`config.mk`:
```
export PLATFORM = sky130hd
export DESIGN_NAME = ins_fetch_flat
export DESIGN_NICKNAME = d
export VERILOG_FILES = /design/src/rtl/ins_fetch_if.sv /design/src/rtl/ins_fetch.sv /design/src/flat_wrapper.sv
export SDC_FILE = /design/constraint.sdc
export NUM_CORES = 1
export LEC_CHECK = 0
export CORE_MARGIN = 2
export CORE_UTILIZATION = 25
export DETAILED_ROUTE_END_ITERATION = 7
export PLACE_DENSITY = 0.63
export SETUP_SLACK_MARGIN = 0.2
export SLEW_MARGIN = 20
export SYNTH_ARGS = -nofsm -noshare
export SYNTH_HDL_FRONTEND = slang
export SYNTH_SLANG_ARGS = --single-unit
```
`constraint.sdc`:
```
create_clock -name i_clk -period 1.9 [get_ports i_clk]
set_input_delay 0.475 -clock i_clk [delete_from_list [all_inputs] [get_ports i_clk]]
set_output_delay 0.475 -clock i_clk [all_outputs]
set_load 0.02 [all_outputs]
```
`src/rtl/ins_fetch_if.sv`:
```
// ============================================================================
// ins_fetch_if : memory read bus and instruction hand-off bundle for ins_fetch
// Revision     : 1.0
// ============================================================================
`default_nettype none

interface ins_fetch_if;
  logic        o_mem_rd;
  logic [15:0] o_mem_addr;
  logic [7:0]  i_mem_data;
  logic        o_ins_valid;
  logic        i_ins_ready;
  logic [7:0]  o_ins_opcode;
  logic [15:0] o_ins_operand;
  logic [1:0]  o_ins_len;
  logic [15:0] o_ins_pc;

  // Names follow the fetch unit's point of view.
  modport master (
    output o_mem_rd, o_mem_addr, o_ins_valid, o_ins_opcode, o_ins_operand,
           o_ins_len, o_ins_pc,
    input  i_mem_data, i_ins_ready
  );

  modport slave (
    input  o_mem_rd, o_mem_addr, o_ins_valid, o_ins_opcode, o_ins_operand,
           o_ins_len, o_ins_pc,
    output i_mem_data, i_ins_ready
  );
endinterface

`default_nettype wire

```
`src/rtl/ins_fetch.sv`:
```
// ============================================================================
// ins_fetch : 6502 instruction fetch/assembly stage, one PC increment per read
// Revision  : 1.0
// ============================================================================
`default_nettype none

module ins_fetch #(
  parameter int BRK_LEN = 1
) (
  input  wire logic        i_clk,
  input  wire logic        i_rst_n,
  input  wire logic [15:0] i_pc,
  output logic             o_pc_inc,
  input  wire logic        i_redirect,
  ins_fetch_if.master      bus
);

  localparam logic [2:0] S_RST  = 3'd0;
  localparam logic [2:0] S_FOPC = 3'd1;
  localparam logic [2:0] S_COPC = 3'd2;
  localparam logic [2:0] S_COP1 = 3'd3;
  localparam logic [2:0] S_COP2 = 3'd4;
  localparam logic [2:0] S_HOLD = 3'd5;

  localparam logic [1:0] c_BRK_LEN = 2'(BRK_LEN);

  logic [2:0]  r_state;
  logic [2:0]  w_next;
  logic        w_rd;
  logic        w_valid;
  logic [1:0]  w_len_new;
  logic [7:0]  r_opcode;
  logic [15:0] r_operand;
  logic [1:0]  r_len;
  logic [15:0] r_ins_pc;

  function automatic logic [1:0] f_len(input logic [7:0] op);
    logic [1:0] len;
    if (op[3:2] == 2'b11 || op == 8'h20 || (op[3:0] == 4'h9 && op[4]))
      len = 2'd3;
    else if (op[3:0] == 4'h8 || op[3:0] == 4'hA || op == 8'h40 || op == 8'h60)
      len = 2'd1;
    else if (op == 8'h00)
      len = c_BRK_LEN;
    else
      len = 2'd2;
    return len;
  endfunction

  assign w_len_new = f_len(bus.i_mem_data);

  always_ff @(posedge i_clk or negedge i_rst_n) begin
    if (!i_rst_n)
      r_state <= S_RST;
    else
      r_state <= w_next;
  end

  always_comb begin
    w_next = r_state;
    case (r_state)
      S_RST:   w_next = S_FOPC;
      S_FOPC:  w_next = S_COPC;
      S_COPC:  w_next = (w_len_new >= 2'd2) ? S_COP1 : S_HOLD;
      S_COP1:  w_next = (r_len == 2'd3) ? S_COP2 : S_HOLD;
      S_COP2:  w_next = S_HOLD;
      S_HOLD:  w_next = bus.i_ins_ready ? S_COPC : S_HOLD;
      default: w_next = S_RST;
    endcase
    // A PC load restarts the fetch regardless of progress.
    if (i_redirect)
      w_next = S_FOPC;
  end

  always_comb begin
    w_rd    = 1'b0;
    w_valid = 1'b0;
    case (r_state)
      S_FOPC: w_rd = 1'b1;
      S_COPC: w_rd = (w_len_new >= 2'd2);
      S_COP1: w_rd = (r_len == 2'd3);
      S_HOLD: begin
        w_valid = 1'b1;
        w_rd    = bus.i_ins_ready;
      end
      default: w_rd = 1'b0;
    endcase
    if (i_redirect)
      w_rd = 1'b0;
  end

  // Data latching is suppressed on redirect so a dropped instruction never
  // disturbs the registered view.
  always_ff @(posedge i_clk or negedge i_rst_n) begin
    if (!i_rst_n) begin
      r_opcode  <= 8'h00;
      r_operand <= 16'h0000;
      r_len     <= 2'd0;
      r_ins_pc  <= 16'h0000;
    end else if (!i_redirect) begin
      case (r_state)
        S_FOPC: r_ins_pc <= i_pc;
        S_COPC: begin
          r_opcode  <= bus.i_mem_data;
          r_len     <= w_len_new;
          r_operand <= 16'h0000;
        end
        S_COP1: r_operand[7:0]  <= bus.i_mem_data;
        S_COP2: r_operand[15:8] <= bus.i_mem_data;
        S_HOLD: if (bus.i_ins_ready) r_ins_pc <= i_pc;
        default: ;
      endcase
    end
  end

  assign o_pc_inc          = w_rd;
  assign bus.o_mem_rd      = w_rd;
  assign bus.o_mem_addr    = i_pc;
  assign bus.o_ins_valid   = w_valid;
  assign bus.o_ins_opcode  = r_opcode;
  assign bus.o_ins_operand = r_operand;
  assign bus.o_ins_len     = r_len;
  assign bus.o_ins_pc      = r_ins_pc;

endmodule

`default_nettype wire

```
`src/flat_wrapper.sv`:
```
// flat-port wrapper written by rule: the top's interface ports become plain ports
module ins_fetch_flat 
#(
  parameter int BRK_LEN = 1
)
  (i_clk, i_rst_n, i_pc, o_pc_inc, i_redirect, bus_o_mem_rd, bus_o_mem_addr, bus_o_ins_valid, bus_o_ins_opcode, bus_o_ins_operand, bus_o_ins_len, bus_o_ins_pc, bus_i_mem_data, bus_i_ins_ready);
  ins_fetch_if bus_i ();
  input  wire logic i_clk;
  input  wire logic i_rst_n;
  input  wire logic [15:0] i_pc;
  output logic o_pc_inc;
  input  wire logic i_redirect;
  output wire logic [$bits(bus_i.o_mem_rd)-1:0] bus_o_mem_rd;
  output wire logic [$bits(bus_i.o_mem_addr)-1:0] bus_o_mem_addr;
  output wire logic [$bits(bus_i.o_ins_valid)-1:0] bus_o_ins_valid;
  output wire logic [$bits(bus_i.o_ins_opcode)-1:0] bus_o_ins_opcode;
  output wire logic [$bits(bus_i.o_ins_operand)-1:0] bus_o_ins_operand;
  output wire logic [$bits(bus_i.o_ins_len)-1:0] bus_o_ins_len;
  output wire logic [$bits(bus_i.o_ins_pc)-1:0] bus_o_ins_pc;
  input wire logic [$bits(bus_i.i_mem_data)-1:0] bus_i_mem_data;
  input wire logic [$bits(bus_i.i_ins_ready)-1:0] bus_i_ins_ready;
  assign bus_o_mem_rd = bus_i.o_mem_rd;
  assign bus_o_mem_addr = bus_i.o_mem_addr;
  assign bus_o_ins_valid = bus_i.o_ins_valid;
  assign bus_o_ins_opcode = bus_i.o_ins_opcode;
  assign bus_o_ins_operand = bus_i.o_ins_operand;
  assign bus_o_ins_len = bus_i.o_ins_len;
  assign bus_o_ins_pc = bus_i.o_ins_pc;
  assign bus_i.i_mem_data = bus_i_mem_data;
  assign bus_i.i_ins_ready = bus_i_ins_ready;
  ins_fetch #(.BRK_LEN(BRK_LEN)) u_core (.i_clk(i_clk), .i_rst_n(i_rst_n), .i_pc(i_pc), .o_pc_inc(o_pc_inc), .i_redirect(i_redirect), .bus(bus_i));
endmodule
```
==> metrics.cfg <==
[global_route]
antenna_found_initial = 0
grtUsageTotal = 0.1285
grt_pass1_vias = 1685
grt_pass1_wl_mm = 8.687
grt_max_degree = 46
grt-ovfl-total = 0

[logic_synthesis]
ys_ff_latch = 45
netlist_area_mm2 = 0.001966
avgSynthCellArea_um2 = 12.06
yosysWarnings = 0
synthCells = 163
synth.yosys.seq_area_share = 0.5729
ys_types = 26
syn_nets = 191

[floorplan]
rows = 32
design.die.area_mm2 = 0.008588
pin_count = 89
die_h_um = 92.67
start_util = 0.2557
die_x_um = 92.67
placeableCoreArea_mm2 = 0.007687

[cells_and_area]
drive_gt1_frac = 0.3941
fin_cells = 371
fin_util = 0.4229
diodes = 0
fin_nets = 296
area_delta_synth_final_pct = 65.37
fillers = 790

[sta]
fin_crit_sh = 1.081
finalHoldViolCount = 0
max_slew_margin = 0.7984
tightest_slew_ps = 302.4
fmax_mhz = 486.9
fin_skew_ps = 6.374
finalCriticalPeriod_ps = 2054
rsz0062_at_grt = true
hold_ws_ps = 135.9
fin_ws_ps = -154.0
slew_violations = 0
setup_viol = 2

[route]
drc = 0
post_drt_wl_per_cell_um = 14.41
vias = 1587
drt-pass1-iter-count = 4
avgViaCountPerCell = 4.278
drt_iter0_drc = 33
ant_nets = 0
wl_mm = 5.345

[power]
leakagePower_nw = 1.584
power_mw = 4.932
ir_drop_mv = 0.6721
power.density_mw_per_mm2 = 1517

[clock_network]
htree_num_levels = 2
clock_latency_ps = 300
clkTransAtPathRegs_ps = 90
cts_sinks = 45
cts-root-buf = clkbuf_8
ctsHoldBuffers = 0
cts_tree = built
cts_buffers = 5
clock_path_buffers = 2

[place]
dp_hpwl_mm = 3.738
pre_cts_ws_ps = -1058
gp_congestion = 0.8231
portBuffers = 88
dpl.cell_count = 360

[setup_path]
worstPathArrival_ps = 1580
worstSetupPathType = in2out
setup.worst_path.start_class = input port
reg2reg_depth = 7
timing.rr.start = u_core.r_state[0]$_DFF_PN0_
crit_required_ps = 1420
reg2reg_slack_ps = 180
critPathMaxFanout = 2
rr_endpoint = u_core.bus.o_ins_pc[14]$_DFFE_PN0P_
crit_path_end_kind = output pin

[status]
failed_checks = negative setup slack
status = complete, but fails checks

[flow_run]
cap_violations = 0

[hold_path]
hold_class = in2async

[layout by cell type, fill, tap and decap left out, types with 2 or more instances in the layout]
master           synthesis  final
clkdlybuf4s50_1          0     16
buf_6                    0      6
dlygate4sd2_1            0     44
bufinv_16                0      2
inv_1                    2      2
buf_4                   18     27
nor4_4                   1      2
nor2_1                   6      5
nand2b_1                 6      4
mux2_2                  25      9
nand2_1                 19     19
a21oi_1                  3      2
buf_2                    1     23
dfrtp_1                 45     44
buf_12                   0      3
nand2b_4                 0      2
nor2b_1                  4      4
mux2_4                   0     16
o21ai_0                 11     10
a22o_1                   7      7
clkbuf_8                 0      5
[flip-flops by register name, summed over array words and instances, names as in the netlist]
signal,flops
u_core.bus.o_ins_operand,16
u_core.bus.o_ins_len,2
u_core.bus.o_ins_opcode,8
u_core.r_state,3
u_core.bus.o_ins_pc,16
[per-layer routing]
| metal | vias up | track usage | wire (µm) |
|---|---|---|---|
| li1 | 755 | - | - |
| met1 | 785 | 0.1712 | 2460 |
| met2 | 42 | 0.2068 | 2568 |
| met3 | 5 | 0.03336 | 250 |
| met4 | 0 | 0.03676 | 65 |
| met5 | - | 0 | 0 |
[where the power goes]
group	internal, mW	switching [mW]	leakage (nW)
combinational	1.19	1.23	0.965
clock	0.530	0.357	0.0687
sequential	1.39	0.230	0.550
total	3.11	1.82	1.58
[cells by family (layout without fill, tap and decap cells)]
logic type	Yosys count	in the layout	share of synthesized area
DFF	45	45	0.5729
and+or+nand+nor	40	40	0.1057
AOI/OAI and AO/OA	28	28	0.09549
muxes	25	25	0.1432
buffers and inverters	25	131	0.08275
[stage by stage]
stage / setup TNS [ps] / instance area [µm²]
after floorplan: -152.1 / 1994
after global placement: -10050 / 3102
after detailed placement: -10730 / 3102
after CTS: -584.7 / 3337
after global routing: -524.6 / 3251
final: -307.9 / 3251
[critical path: stages]
cell and delay, ps:
buf_6 90, nand2b_4 140, a311oi_4 340, a21oi_2 80, a2111oi_4 240, buf_4 210
[how the worst max path moves through the flow]
stage | end | from | slack (ps)
final | bus_o_mem_rd | bus_i_mem_data[6] | -150
after CTS | bus_o_mem_rd | bus_i_mem_data[6] | -290
after detailed placement | bus_o_mem_rd | bus_i_mem_data[0] | -1060
after global routing | bus_o_mem_rd | bus_i_mem_data[6] | -260
after global placement | o_pc_inc | bus_i_mem_data[0] | -1050
after floorplan | o_pc_inc | bus_i_mem_data[3] | -150
[layout make-up]
class / count / area (µm²) / area share
tap: 102 / 127.6 / 0.03926
clock buffer: 5 / 68.82 / 0.02117
multi-input combinational: 93 / 828.3 / 0.2548
clock inverter: 3 / 68.82 / 0.02117
sequential: 45 / 1127 / 0.3468
timing repair buffer: 120 / 1016 / 0.3125
inverter: 3 / 13.76 / 0.004234
[what timing repair did]
action                                  4_1_cts  5_1_grt
pin swaps                                     5        1
cloned                                        1        0
setup buffers                                 1        1
endpoints found under the setup margin       89       33
resized for setup                           173       18
[Yosys cell counts]
library cell	number	area, µm²
nor3b_1	1	7.510
a211oi_1	1	7.510
inv_1	2	7.510
clkbuf_1	3	11.26
nor2b_1	4	25.02
nand2b_1	6	37.54
a2111oi_0	1	8.760
nor4_1	1	6.260
buf_2	1	5.000
nand2_1	19	71.32
nor2_1	6	22.52
o21bai_1	1	7.510
nor4_4	1	21.27
o31ai_1	1	7.510
nor3_2	1	10.01
a31oi_1	1	6.260
a221o_1	1	10.01
o21ai_0	11	55.05
a22o_1	7	61.31
a21oi_1	3	15.01
mux2_2	25	281.5
buf_4	18	135.1
dfrtp_1	45	1126
a311oi_1	1	8.760
and2_1	1	6.260
inv_2	1	3.750
Note: power is estimated with default switching activity, not from simulation.
